$ cat src/rtl/sweep_pair_collector_pkg.sv
// Shared types for the sweep pair collector: widths, FSM encoding and the packed pair record.
package sweep_pair_pkg;

  localparam int DATA_W = 17;
  localparam int TS_W   = 24;

  localparam logic [0:0] ST_IDLE       = 1'b0;
  localparam logic [0:0] ST_HAVE_FIRST = 1'b1;

  typedef struct packed {
    logic [DATA_W-1:0] data_0;
    logic [DATA_W-1:0] data_1;
    logic [TS_W-1:0]   ts_0;
    logic [TS_W-1:0]   delta;
  } pair_t;

  // Timestamps wrap at 2^24, so distances are always taken modulo the width.
  function automatic logic [TS_W-1:0] ts_diff(input logic [TS_W-1:0] a, input logic [TS_W-1:0] b);
    return a - b;
  endfunction

endpackage

$ cat src/rtl/sweep_pair_collector_if.sv
// Pair output bus: valid/ready handshake plus the head pair fields.
interface sweep_pair_collector_if;
  import sweep_pair_pkg::*;

  logic              pair_valid;
  logic              pair_ready;
  logic [DATA_W-1:0] pair_data_0;
  logic [DATA_W-1:0] pair_data_1;
  logic [TS_W-1:0]   pair_ts_0;
  logic [TS_W-1:0]   pair_delta;

  modport master (output pair_valid, pair_data_0, pair_data_1, pair_ts_0, pair_delta,
                  input  pair_ready);
  modport slave  (input  pair_valid, pair_data_0, pair_data_1, pair_ts_0, pair_delta,
                  output pair_ready);
endinterface

$ cat src/rtl/sweep_pair_fifo.sv
// First-word-fall-through FIFO of pair records; a pop in the same cycle frees room for a push when full.
module sweep_pair_fifo
  import sweep_pair_pkg::*;
#(
  parameter int DEPTH = 4
) (
  input  logic                     clk,
  input  logic                     rst,
  input  logic                     push_i,
  input  pair_t                    pair_i,
  input  logic                     pop_i,
  output pair_t                    head_o,
  output logic [$clog2(DEPTH):0]   count_o,
  output logic                     full_o
);
  localparam int AW = $clog2(DEPTH);
  localparam logic [AW:0] FULL_CNT = (AW+1)'(DEPTH);

  pair_t         mem_q [DEPTH];
  logic [AW-1:0] wr_q, rd_q;
  logic [AW:0]   cnt_q;
  logic          do_push, do_pop;

  assign full_o  = (cnt_q == FULL_CNT);
  assign do_pop  = pop_i && (cnt_q != '0);
  assign do_push = push_i && (!full_o || do_pop);
  assign head_o  = mem_q[rd_q];
  assign count_o = cnt_q;

  always_ff @(posedge clk or posedge rst) begin
    if (rst) begin
      for (int i = 0; i < DEPTH; i++) mem_q[i] <= '0;
      wr_q  <= '0;
      rd_q  <= '0;
      cnt_q <= '0;
    end else begin
      if (do_push) begin
        mem_q[wr_q] <= pair_i;
        wr_q        <= wr_q + 1'b1;
      end
      if (do_pop) rd_q <= rd_q + 1'b1;
      case ({do_push, do_pop})
        2'b10:   cnt_q <= cnt_q + 1'b1;
        2'b01:   cnt_q <= cnt_q - 1'b1;
        default: cnt_q <= cnt_q;
      endcase
    end
  end
endmodule

$ cat src/rtl/sweep_pair_collector.sv
// Pairs consecutive decoded sweep words within MAX_GAP_TICKS and queues them for the solver.
// Define SWEEP_PAIR_STATS_EN to add saturating orphan_count / drop_count outputs.
module sweep_pair_collector
  import sweep_pair_pkg::*;
#(
  parameter int              FIFO_DEPTH    = 4,
  parameter logic [TS_W-1:0] MAX_GAP_TICKS = 24'd960000
) (
  input  logic                        clk_96MHz,
  input  logic                        reset,
  input  logic                        data_availible,
  input  logic [DATA_W-1:0]           decoded_data,
  input  logic [TS_W-1:0]             timestamp_last_data,
  input  logic [TS_W-1:0]             system_timestamp,
  sweep_pair_collector_if.master      pair_if,
  output logic [$clog2(FIFO_DEPTH):0] fifo_count,
  output logic                        overflow
`ifdef SWEEP_PAIR_STATS_EN
  ,
  output logic [15:0]                 orphan_count,
  output logic [15:0]                 drop_count
`endif
);
  logic [0:0]        state_q, state_d;
  logic [DATA_W-1:0] w0_q, w0_d;
  logic [TS_W-1:0]   t0_q, t0_d;
  logic [TS_W-1:0]   d;
  logic              pair_ok, timeout, push, pop, full, drop;
  logic              overflow_q;
  pair_t             new_pair, head;

  assign d       = ts_diff(timestamp_last_data, t0_q);
  assign pair_ok = (d != '0) && (d <= MAX_GAP_TICKS);
  assign timeout = ts_diff(system_timestamp, t0_q) > MAX_GAP_TICKS;
  assign pop     = pair_if.pair_valid && pair_if.pair_ready;
  assign drop    = push && full && !pop;

  assign new_pair = '{data_0: w0_q, data_1: decoded_data, ts_0: t0_q, delta: d};

  always_comb begin
    state_d = state_q;
    w0_d    = w0_q;
    t0_d    = t0_q;
    push    = 1'b0;
    case (state_q)
      ST_IDLE: begin
        if (data_availible) begin
          w0_d    = decoded_data;
          t0_d    = timestamp_last_data;
          state_d = ST_HAVE_FIRST;
        end
      end
      default: begin
        // A pulse always wins over the timeout; only the delta decides pairing.
        if (data_availible) begin
          if (pair_ok) begin
            push    = 1'b1;
            state_d = ST_IDLE;
          end else begin
            w0_d = decoded_data;
            t0_d = timestamp_last_data;
          end
        end else if (timeout) begin
          state_d = ST_IDLE;
        end
      end
    endcase
  end

  always_ff @(posedge clk_96MHz or posedge reset) begin
    if (reset) begin
      state_q    <= ST_IDLE;
      w0_q       <= '0;
      t0_q       <= '0;
      overflow_q <= 1'b0;
    end else begin
      state_q    <= state_d;
      w0_q       <= w0_d;
      t0_q       <= t0_d;
      overflow_q <= overflow_q | drop;
    end
  end

  sweep_pair_fifo #(.DEPTH(FIFO_DEPTH)) u_fifo (
    .clk     (clk_96MHz),
    .rst     (reset),
    .push_i  (push),
    .pair_i  (new_pair),
    .pop_i   (pop),
    .head_o  (head),
    .count_o (fifo_count),
    .full_o  (full)
  );

  assign overflow            = overflow_q;
  assign pair_if.pair_valid  = (fifo_count != '0);
  assign pair_if.pair_data_0 = head.data_0;
  assign pair_if.pair_data_1 = head.data_1;
  assign pair_if.pair_ts_0   = head.ts_0;
  assign pair_if.pair_delta  = head.delta;

`ifdef SWEEP_PAIR_STATS_EN
  logic        orphan_ev;
  logic [15:0] orphan_q, drop_q;

  assign orphan_ev = (state_q == ST_HAVE_FIRST) && (data_availible ? !pair_ok : timeout);

  always_ff @(posedge clk_96MHz or posedge reset) begin
    if (reset) begin
      orphan_q <= '0;
      drop_q   <= '0;
    end else begin
      if (orphan_ev && orphan_q != 16'hFFFF) orphan_q <= orphan_q + 1'b1;
      if (drop && drop_q != 16'hFFFF)        drop_q   <= drop_q + 1'b1;
    end
  end

  assign orphan_count = orphan_q;
  assign drop_count   = drop_q;
`endif
endmodule

$ cat src/flat_wrapper.sv
// flat-port wrapper written by rule: the top's interface ports become plain ports
module sweep_pair_collector_flat import sweep_pair_pkg::*;
#(
  parameter int              FIFO_DEPTH    = 4,
  parameter logic [TS_W-1:0] MAX_GAP_TICKS = 24'd960000
)
  (clk_96MHz, reset, data_availible, decoded_data, timestamp_last_data, system_timestamp, fifo_count, overflow, pair_if_pair_valid, pair_if_pair_data_0, pair_if_pair_data_1, pair_if_pair_ts_0, pair_if_pair_delta, pair_if_pair_ready);
  sweep_pair_collector_if pair_if_i ();
  input  logic clk_96MHz;
  input  logic reset;
  input  logic data_availible;
  input  logic [DATA_W-1:0] decoded_data;
  input  logic [TS_W-1:0] timestamp_last_data;
  input  logic [TS_W-1:0] system_timestamp;
  output logic [$clog2(FIFO_DEPTH):0] fifo_count;
  output logic overflow;
  output wire logic [$bits(pair_if_i.pair_valid)-1:0] pair_if_pair_valid;
  output wire logic [$bits(pair_if_i.pair_data_0)-1:0] pair_if_pair_data_0;
  output wire logic [$bits(pair_if_i.pair_data_1)-1:0] pair_if_pair_data_1;
  output wire logic [$bits(pair_if_i.pair_ts_0)-1:0] pair_if_pair_ts_0;
  output wire logic [$bits(pair_if_i.pair_delta)-1:0] pair_if_pair_delta;
  input wire logic [$bits(pair_if_i.pair_ready)-1:0] pair_if_pair_ready;
  assign pair_if_pair_valid = pair_if_i.pair_valid;
  assign pair_if_pair_data_0 = pair_if_i.pair_data_0;
  assign pair_if_pair_data_1 = pair_if_i.pair_data_1;
  assign pair_if_pair_ts_0 = pair_if_i.pair_ts_0;
  assign pair_if_pair_delta = pair_if_i.pair_delta;
  assign pair_if_i.pair_ready = pair_if_pair_ready;
  sweep_pair_collector #(.FIFO_DEPTH(FIFO_DEPTH), .MAX_GAP_TICKS(MAX_GAP_TICKS)) u_core (.clk_96MHz(clk_96MHz), .reset(reset), .data_availible(data_availible), .decoded_data(decoded_data), .timestamp_last_data(timestamp_last_data), .system_timestamp(system_timestamp), .pair_if(pair_if_i), .fifo_count(fifo_count), .overflow(overflow));
endmodule
$ cat config.mk
export PLATFORM = sky130hd
export DESIGN_NAME = sweep_pair_collector_flat
export DESIGN_NICKNAME = d
export VERILOG_FILES = /design/src/rtl/sweep_pair_collector_pkg.sv /design/src/rtl/sweep_pair_collector_if.sv /design/src/rtl/sweep_pair_fifo.sv /design/src/rtl/sweep_pair_collector.sv /design/src/flat_wrapper.sv
export SDC_FILE = /design/constraint.sdc
export NUM_CORES = 1
export LEC_CHECK = 0
export ABC_AREA = 1
export BUFFER_PORTS_ARGS = -buffer_cell sky130_fd_sc_hd__buf_4
export CAP_MARGIN = 20
export CORE_ASPECT_RATIO = 1.75
export CORE_MARGIN = 1
export CORE_UTILIZATION = 46
export CTS_CLUSTER_DIAMETER = 60
export DETAILED_ROUTE_END_ITERATION = 7
export GPL_TIMING_DRIVEN = 0
export PLACE_DENSITY = 0.65
export SYNTH_ARGS = -nofsm -noshare
export SYNTH_HDL_FRONTEND = slang
export SYNTH_SLANG_ARGS = --single-unit
$ cat constraint.sdc
create_clock -name clk_96MHz -period 11.8 [get_ports clk_96MHz]
set_input_delay 2.36 -clock clk_96MHz [delete_from_list [all_inputs] [get_ports clk_96MHz]]
set_output_delay 2.36 -clock clk_96MHz [all_outputs]
set_load 0.01 [all_outputs]
# Yosys cells after proc, flatten, opt, wreduce, memory -nomap -nowiden
# Index checks and enable logic that the tools add are counted.
# classes
addsub,6
n_lt_le_gt_ge,5
eq_ne,4
muxes,23
n_bitwise,3
n_reduce_logical,14
# ops
operator,count
bitwise mux 328 bit,1
2-to-1 mux 82 bit,3
binary-select mux 82 bit (select 2 bit),1
demux 82 bit (select 2 bit),1
2-to-1 mux 24 bit,4
2-to-1 mux 17 bit,4
subtractor 24 bit,2
> comparator 24 x 20 -> 1 bit (second input constant),1
<= comparator 24 x 20 -> 1 bit (second input constant),1
nonzero test 24 bit,1
2-to-1 mux 1 bit,8
logical AND 1 bit,7
greater-or-equal comparator 3 bit (second input constant),2
NOT 2 -> 3 bit,2
case mux 3 bit (2 select lines),1
adder 2 x 1 -> 2 bit (second input constant),2
adder 3 x 1 -> 3 bit (second input constant),1
equality test 3 bit (second input constant),1
< comparator 3 x 1 -> 1 bit (second input constant),1
nonzero test 3 bit,1
subtractor 3 x 1 -> 3 bit (second input constant),1
equality test 2 x 1 -> 1 bit (second input constant),1
equality test 2 bit (second input constant),1
zero test 1 bit,2
other kinds (5),5
# word_totals
regBits,378
output_inout_bits,87
wordCells,78

# Depth between registers and ports, before layout
# Gate-level depths: netlist (run 1).
# logic_depth
depth_word,9
ltp_mapped,29
ltp_nobuf,26

# By module
# From an unflattened synthesis (run 1), not the netlist that was laid out.
# hier_totals
hier_cells,2855
hier_area_um2,21404.3
# by_module_without_submodules
mod,instances,cells_each,area_each_um2
sweep_pair_fifo,1,1969,16259.3
sweep_pair_collector,1,886,5144.9

# Worst setup path before layout (run 1)
# No wires, ideal clock.
# synth_timing
path_kind,input-to-reg
from,input port timestamp_last_data[0]
to,register u_core.u_fifo.cnt_q[2] (netlist: u_core.u_fifo.count_o[2])
setup_time_ps,131
arrival_ps,5451
required_ps,11669
setup_slack_ps,6218
path_stages,24
path_buffers,2
cell_sequence,inv_1 ha_1 fa_1 inv_1 nand3_1 nand2_1 nand2_1 nand2_1 nand2_1 nand3_1 nand2_1 inv_1 nand2_1 nor2_1 nand3b_1 nand4_2 buf_4 buf_2 ha_1 inv_1 fa_1 a21oi_1 o21ai_0 xor2_1
# synth_via
elab_chain_cells,9
word_cells_on_any_way,12
classes_between,add/sub: 1; order compare: 1; eq/ne: 2; mux: 4; reduce/logical: 4
# synth_rtl
item,line_no,text
from (decl),flat_wrapper.sv:13,input logic [TS_W-1:0] timestamp_last_data;
subtractor 24 bit *,sweep_pair_collector_pkg.sv:19,return a - b;
<= comparator 24 x 20 -> 1 bit / nonzero test 24 bit (equally long branches),sweep_pair_collector.sv:33,assign pair_ok = (d != '0) && (d <= MAX_GAP_TICKS);
logical AND 1 bit *,sweep_pair_collector.sv:33,
2-to-1 mux 1 bit *,sweep_pair_collector.sv:56,if (pair_ok) begin
2-to-1 mux 1 bit *,sweep_pair_collector.sv:55,if (data_availible) begin
2-to-1 mux 1 bit *,sweep_pair_collector.sv:45,case (state_q)
logical AND 1 bit *,sweep_pair_fifo.sv:26,assign do_push = push_i && (!full_o || do_pop);
equality test 2 x 1 -> 1 bit / equality test 2 bit (equally long branches),sweep_pair_fifo.sv:42,"case ({do_push, do_pop})"
case mux 3 bit (2 select lines) / nonzero test 2 bit (equally long branches),--,
to (signal assigned),sweep_pair_fifo.sv:43,2'b10: cnt_q <= cnt_q + 1'b1;
to (signal assigned),sweep_pair_fifo.sv:44,2'b01: cnt_q <= cnt_q - 1'b1;
to (signal assigned),sweep_pair_fifo.sv:45,default: cnt_q <= cnt_q;
to (decl),sweep_pair_fifo.sv:21,logic [AW:0] cnt_q;
# Mark *: on every way between the ends. The rest lies on a longest branch, timed or not.
# A chain may end at the register's enable or synchronous reset.

# Worst setup path in the final report (run 1)
# layout_timing
from,input port timestamp_last_data[17]
to,register u_core.u_fifo.cnt_q[2] (netlist: u_core.u_fifo.count_o[2])
# The elaborated chain is that of the path after synthesis.

==> results by group, run 1 <==
Power and ir drop
  – LEAKAGE: 13.1 nW
  – Max IR drop VDD: 0.0000995 V
  – Pwr Total: 6.62 mW
  – Pwr dens: 251 mW/mm²

Timing
  – Final Skew: 11.3 ps
  – Final setup vio count: 0
  – Setup_tns: 0 ps
  – Slew @ Worst Pin: 1000 ps
  – Max-slew violations: 0
  – RSZ-0062 raised after global routing: false
  – Final Critical Period: 6490 ps
  – Final Hold Vio Count: 0
  – Headroom to the max-slew limit: 33.1%
  – Max Clock Freq: 0.154 GHz
  – Fin crit share: 55.0%

Setup path
  – Most frequent cell on the critical path: nand2_1
  – Worst-path cell chain: buf_4 > ha_1 > a21oi_1 > nand2_1 > a31oi_1 > nand2_1 > nand2_1 > nand2_1 > nor3_1 > nand3b_1 > nand4_2 > buf_4 > buf_2 > ha_1 > inv_1 > fa_1 > a21oi_1 > o21ai_0 > xor2_1
  – Crit-path slowest cell: a21oi_1
  – Worst-path fanout max: 10
  – CP Data Arrival Time: 6890 ps
  – CP startpoint: timestamp_last_data[17]
  – Setup Crit Path Kind: in -> reg
  – Startpoint Class: input port
  – Crit end category: flop
  – Crit Reg-Reg Startpoint: u_core.t0_q[17]
  – Max incr delay on CP: 670 ps
  – Buffer and inverter count on the worst path: 4
  – Worst endpoint required time: 12210 ps
  – CP delay by family, top: simple AND/OR/NAND/NOR gates

Drt
  – Via density per instance: 5.45
  – 1st-iter DRT viols: 1542
  – Final wirelength: 80300 µm
  – Wire per inst: 20.0 µm
  – DRT Pass-1 Iters: 6
  – DRC: 0
  – Detail Route Antenna Nets: 0
  – Vias: 21826

Final layout
  – Layout cells sized above 1: 9.50%
  – Commonest non-fill, non-tap cell in the layout: nand2_1
  – Seq. cell area: 0.00946 mm²
  – Design area: 0.0264 mm²
  – Most frequent cells in the layout: nand2_1, inv_1, nand3_1
  – Final layout net count: 3449
  – Area of the multi-input gates: 0.0107 mm²
  – Antenna diode count: 0
  – Area Overhead vs Synth: 14.5%
  – Fill count: 4919

Clock tree
  – Post-CTS Hold Fix Bufs: 0
  – Resize count post-CTS: 0
  – CTS root buffer: clkbuf_16
  – CTS buffer count: 36
  – CTS tree: yes
  – CTS Sinks: 378
  – CTS H-tree lvls: 2
  – CTS Buffer Depth: 3
  – Clock Pin Slew Worst Setup and Hold Paths: 70 ps
  – Clk_lat worst skew: 530 ps
  – # Post-CTS Setup Buffers: 0

Job
  – Max cap viols: 0

Placed design
  – DPL Wire Length: 61900 µm
  – PortBufs: 154
  – Post-DP Area: 0.0252 mm²
  – GP Congestion: 1.02

Synth
  – Post-Syn Area per Cell: 7.37 µm²
  – Post-synth top area share: 41.1%
  – Register area share after synthesis: 41.1%
  – Syn_nets: 3247
  – Synth top area cells: dfrtp_1, nand2_1, o21bai_1, nand3_1, inv_1
  – Synth area leader: dfrtp_1
  – Distinct cells, synth: 36
  – Synthesized area: 0.0230 mm²
  – Yosys warns: 0
  – Seq cells post-synth: 378
  – Post-Syn Instances: 3124

Floorplan
  – Die H: 298 µm
  – Core area: 0.0495 mm²
  – Initial Utilization: 46.6%
  – Row count: 108
  – Die area: 0.0510 mm²
  – Die width: 171 µm
  – Total I/O pin count: 156

Min path
  – Critical hold path startpoint: u_core.overflow
  – Worst hold path class: reg -> reg

Outcome
  – Status: finished clean

Global routing
  – Largest net degree at the start of global routing: 42
  – Total grt overflow: 0
  – Total GRT Usage: 31.9%
  – Initial antenna violation count: 0
  – First-pass GRT wire length: 123000 µm
  – Vias in the first global route: 21987
==> cell usage after synthesis <==
master / count
a21boi_0: 3
nor2_2: 8
clkbuf_1: 116
nand3_4: 1
a31oi_1: 1
clkinv_1: 2
dfrtp_1: 378
o21bai_1: 317
nor3_1: 6
o21a_1: 1
or2_2: 2
o211ai_1: 2
nor2_8: 1
inv_1: 472
a211oi_1: 1
nor4_1: 1
a21oi_1: 286
nor2_1: 79
buf_1: 24
nand4_2: 1
nand2_1: 724
o21ai_0: 100
nand3b_1: 4
nand2_2: 10
xor2_1: 16
inv_2: 12
buf_6: 22
o211a_1: 1
buf_4: 19
nand4_1: 15
ha_1: 51
xnor2_1: 9
nand3_1: 407
fa_1: 3
buf_2: 25
a21o_1: 4
==> report_power, final <==
group	internal [mW]	switching [mW]	leakage, nW
sequential	1.75	0.251	3.88
clock	0.666	0.510	0.569
combinational	1.19	2.26	8.66
total	3.60	3.02	13.1
==> cell families (layout without fill, tap and decap cells) <==
family                   count (synthesis)  after routing  synth area share [%]
AND/OR/NAND/NOR                       1259           1259                  23.4
AO/OA/AOI/OAI                          716            716                  19.1
buffers and inverters                  692            914                  12.4
flip-flops                             378            378                  41.1
adder cells (fa/ha/maj)                 54             54                  3.03
XOR/XNOR                                25             25                 0.950
==> worst register-to-register path: stages, from the launching register on <==
cell,delay [ps]
dfrtp_1,520
inv_1,160
ha_1,440
a21oi_1,670
nand2_1,130
a31oi_1,260
nand2_1,110
nand2_1,70
nand2_1,200
nor3_1,290
nand3b_1,320
nand4_2,240
buf_4,280
buf_2,310
ha_1,190
inv_1,70
fa_1,390
a21oi_1,160
o21ai_0,130
xor2_1,160
==> flip-flops by register name, summed over array words and instances (netlist names) <==
register / flops
u_core.u_fifo.mem_q: 328
u_core.t0_q: 24
u_core.w0_q: 17
u_core.u_fifo.count_o: 3
u_core.u_fifo.rd_q: 2
u_core.u_fifo.wr_q: 2
u_core.overflow: 1
u_core.state_q: 1
==> worst paths after layout <==
kind                                            end  slack [ps]  depth (start not counted)
min                                 u_core.overflow         490                          1
max                        u_core.u_fifo.count_o[2]        5310                         19
max reg2reg                u_core.u_fifo.count_o[2]        6580                         19
max in group asynchronous   u_core.u_fifo.mem_q[35]        8350                          6
min reg2reg                         u_core.overflow         490                          1
min in group asynchronous  u_core.u_fifo.mem_q[254]        2000                          2
==> metrics by stage <==
| step | hold WS (ps) | utilization [%] | cells | setup WS [ps] |
|---|---|---|---|---|
| detailed placement | 469 | 51.0 | 3948 | 4830 |
| CTS | 487 | 53.3 | 4006 | 5380 |
| global placement | 468 | 50.6 | 3938 | 2070 |
| global route | 505 | 53.3 | 4006 | 4940 |
| floorplan | 457 | - | 3124 | 4360 |
| finish | 485 | 53.3 | 4006 | 5310 |
==> layer usage <==
layer	track usage, %	vias up	part of all wire (%)
met1	33.7	10353	35
met4	23.3	0	8.2
met5	0	-	0
li1	-	10405	-
met2	57.6	798	52
met3	3.35	270	5.1
==> final cells by class <==
cell class	instances	share of cell area [%]
inverters	486	6.93
clock inverters	7	0.337
plain buffers	206	3.95
well taps	660	3.13
flip-flops and latches	378	35.9
repair buffers	164	5.17
multi-input cells	2054	40.6
clock buffers	51	4.01
(Power assumes the default switching activity.)
==> run 2, diff against run 1 <==
--- a/config.mk
+++ b/config.mk
@@ -5,7 +5,7 @@
 export SDC_FILE = /design/constraint.sdc
 export NUM_CORES = 1
 export LEC_CHECK = 0
-export ABC_AREA = 1
+export ABC_AREA = 0
 export BUFFER_PORTS_ARGS = -buffer_cell sky130_fd_sc_hd__buf_4
 export CAP_MARGIN = 20
 export CORE_ASPECT_RATIO = 1.75
==> constraint.sdc (replaced) <==
create_clock -name clk_96MHz -period 5.7 [get_ports clk_96MHz]
set_input_delay 1.14 -clock clk_96MHz [delete_from_list [all_inputs] [get_ports clk_96MHz]]
set_output_delay 1.14 -clock clk_96MHz [all_outputs]
set_load 0.01 [all_outputs]
==> results by group, run 2 <==
Power and ir drop
  – LEAKAGE: 11.2 nW
  – Combinational power share: 35.6%
  – Pwr dens: 404 mW/mm²
  – Pwr Total: 9.66 mW
  – Sequential power share: 38.2%
  – Int Power: 6.59 mW
  – Sw frac: 31.8%
  – Clk pwr share: 26.2%
  – Sw Pwr: 3.07 mW
  – Max IR drop VDD: 0.000276 V

Final layout
  – Leading registers by flop count: u_core.u_fifo.mem_q: 328 flops, u_core.t0_q: 24 flops, u_core.w0_q: 17 flops
  – Biggest register: u_core.u_fifo.mem_q
  – Area Overhead vs Synth: 16.3%
  – Most frequent cells in the layout: dfrtp_1, mux2_4, buf_4
  – Final layout net count: 1682
  – Layout cells sized above 1: 45.5%
  – Commonest non-fill, non-tap cell in the layout: dfrtp_1
  – Fill count: 3670
  – Final cell count without fillers: 2157
  – Max FFs per register: 328
  – Antenna diode count: 0

Placed design
  – DPL Wire Length: 35400 µm
  – PortBufs: 155
  – GP Congestion: 0.843
  – Dpl cells: 2090

Min path
  – Worst hold path class: reg -> reg

Synth
  – Post-synth top area share: 46.0%
  – Top-count cell post-synth: dfrtp_1
  – Post-Syn Area per Cell: 15.2 µm²
  – Seq cells post-synth: 378
  – Syn_nets: 1476
  – FFs w/ async S/R, synth: 100%
  – Post-Syn Instances: 1353
  – Synth Flop Type: dfrtp_1
  – Synth area leader: dfrtp_1
  – Register area share after synthesis: 46.0%
  – Post-synth EDFFs: 0
  – Synthesized area: 0.0205 mm²
  – Yosys warns: 0
  – Distinct cells, synth: 76
  – Synth top area cells: dfrtp_1, mux2_4, mux4_2, buf_12, ha_1
  – Most instantiated cells after synthesis: dfrtp_1, mux2_4, mux4_2, inv_1, ha_1

Timing
  – Fin crit share: 93.3%
  – Final Skew: 22.7 ps
  – Max-slew violations: 0
  – Final setup vio count: 0
  – Hold Slack: 477 ps
  – Headroom to the max-slew limit: 21.6%
  – Max Clock Freq: 0.188 GHz
  – Final Hold Vio Count: 0
  – RSZ-0062 raised after global routing: false
  – Slew @ Worst Pin: 1170 ps
  – Final Critical Period: 5320 ps

Drt
  – Final wirelength: 49100 µm
  – Wire per inst: 22.8 µm
  – Via density per instance: 5.55
  – DRC: 0
  – DRT Pass-1 Iters: 5
  – Vias: 11977
  – Detail Route Antenna Nets: 0
  – 1st-iter DRT viols: 633

Global routing
  – Grt met2 use: 40.1%
  – Vias in the first global route: 13050
  – Total GRT Usage: 22.1%
  – Initial antenna violation count: 1
  – Grt met1 use: 26.7%
  – Largest net degree at the start of global routing: 46
  – GR peak layer: met2
  – First-pass GRT wire length: 77400 µm
  – Total grt overflow: 0
  – M3 GR Usage: 2.79%

Clock tree
  – CTS H-tree lvls: 2
  – Clock Pin Slew Worst Setup and Hold Paths: 70 ps
  – CTS Sinks: 378
  – CTS tree: yes
  – Resize count post-CTS: 0
  – # Post-CTS Setup Buffers: 0
  – CTS buffer count: 37
  – CTS root buffer: clkbuf_16
  – Clk_lat worst skew: 550 ps
  – CTS Buffer Depth: 3
  – Post-CTS Hold Fix Bufs: 0

Floorplan
  – Die width: 162 µm
  – Die H: 282 µm
  – Core area: 0.0442 mm²
  – Row count: 102
  – Total I/O pin count: 156
  – Die area: 0.0456 mm²
  – Initial Utilization: 46.5%

Setup path
  – Worst-path fanout max: 7
  – Setup Crit Path Kind: in -> reg
  – Crit end category: flop
  – Worst endpoint required time: 6160 ps
  – CP Data Arrival Time: 5770 ps
  – Startpoint Class: input port

Outcome
  – Status: finished clean

Job
  – Max cap viols: 0
## run 2: cell types whose count changed in the layout (fill, tap and decap cells not counted), sizes merged, moves of 51 or more
cell / delta
a21oi: -245
clkbuf: -103
inv: -423
mux2: +345
mux4: +82
nand2: -710
nand3: -395
nor2: -51
o21ai: -82
o21bai: -311
## run 2: area by class of cell
cell class	instances	area (µm²)	area share [%]
Multi-Input combinational cell	849	10000	42.0
Clock buffer	51	1080	4.52
Inverter	58	221	0.927
Buffer	68	851	3.56
Tap cell	572	716	2.99
Sequential cell	378	9460	39.6
Timing Repair Buffer	167	1390	5.81
Clock inverter	14	154	0.644
## run 2: cells by family (layout without fill, tap and decap cells)
group | after synthesis | count (layout) | share of synthesized area, %
compound gates | 149 | 149 | 5.16
simple gates | 167 | 167 | 4.62
xor+xnor | 38 | 38 | 1.62
flops | 378 | 378 | 46.0
buf+inv | 126 | 358 | 5.20
mux | 441 | 441 | 34.0
fa+ha+maj | 54 | 54 | 3.40
## run 2: power groups by stage
stage	clock (mW)	combinational, mW	sequential [mW]
floorplan	0	2.43	3.58
global placement	0	3.35	3.69
detailed placement	0	3.44	3.72
CTS	2.57	3.46	3.69
global route	2.68	3.69	3.77
finish	2.53	3.44	3.69
## run 2: worst paths after layout
check / start / to / slack, ps / depth (start not counted)
min reg2reg: u_core.overflow / u_core.overflow / 480 / 1
max in group asynchronous: reset / u_core.u_fifo.mem_q[124] / 3280 / 7
max: timestamp_last_data[3] / u_core.u_fifo.count_o[2] / 380 / 18
max reg2reg: u_core.t0_q[1] / u_core.u_fifo.count_o[2] / 470 / 18
min: u_core.overflow / u_core.overflow / 480 / 1
min in group asynchronous: reset / u_core.u_fifo.mem_q[104] / 700 / 2
## run 2: critical path, stage by stage
cell and delay [ps]:
buf_4 120, ha_1 360, o211ai_1 110, a21oi_1 270
o21bai_1 230, a21oi_1 500, a31o_2 230, a31oi_1 90
xnor2_1 900, o2111a_2 520, nor4b_2 120, inv_1 130
ha_1 190, inv_1 60, fa_1 370, xor2_1 150
nor2_1 120, xor2_1 160
## run 2: stage by stage
stage          cell area, µm²  setup slack (ps)  setup TNS, ps  utilization (%)
2_1_floorplan           20600              -518        -195820                -
3_3_place_gp            22400             -2520        -980020             50.8
3_5_place_dp            22600             -96.4           -118             51.3
4_1_cts                 23900               448              0             54.1
5_1_grt                 23900               210              0             54.1
6_report                23900               385              0             54.1
## run 2: routing by layer
layer | routed length [µm] | share of wire, % | vias up
li1 | - | - | 5407
met1 | 20000 | 41 | 6235
met2 | 26000 | 53 | 248
met3 | 1560 | 3.2 | 85
met4 | 1540 | 3.1 | 2
met5 | 17 | 0.035 | -
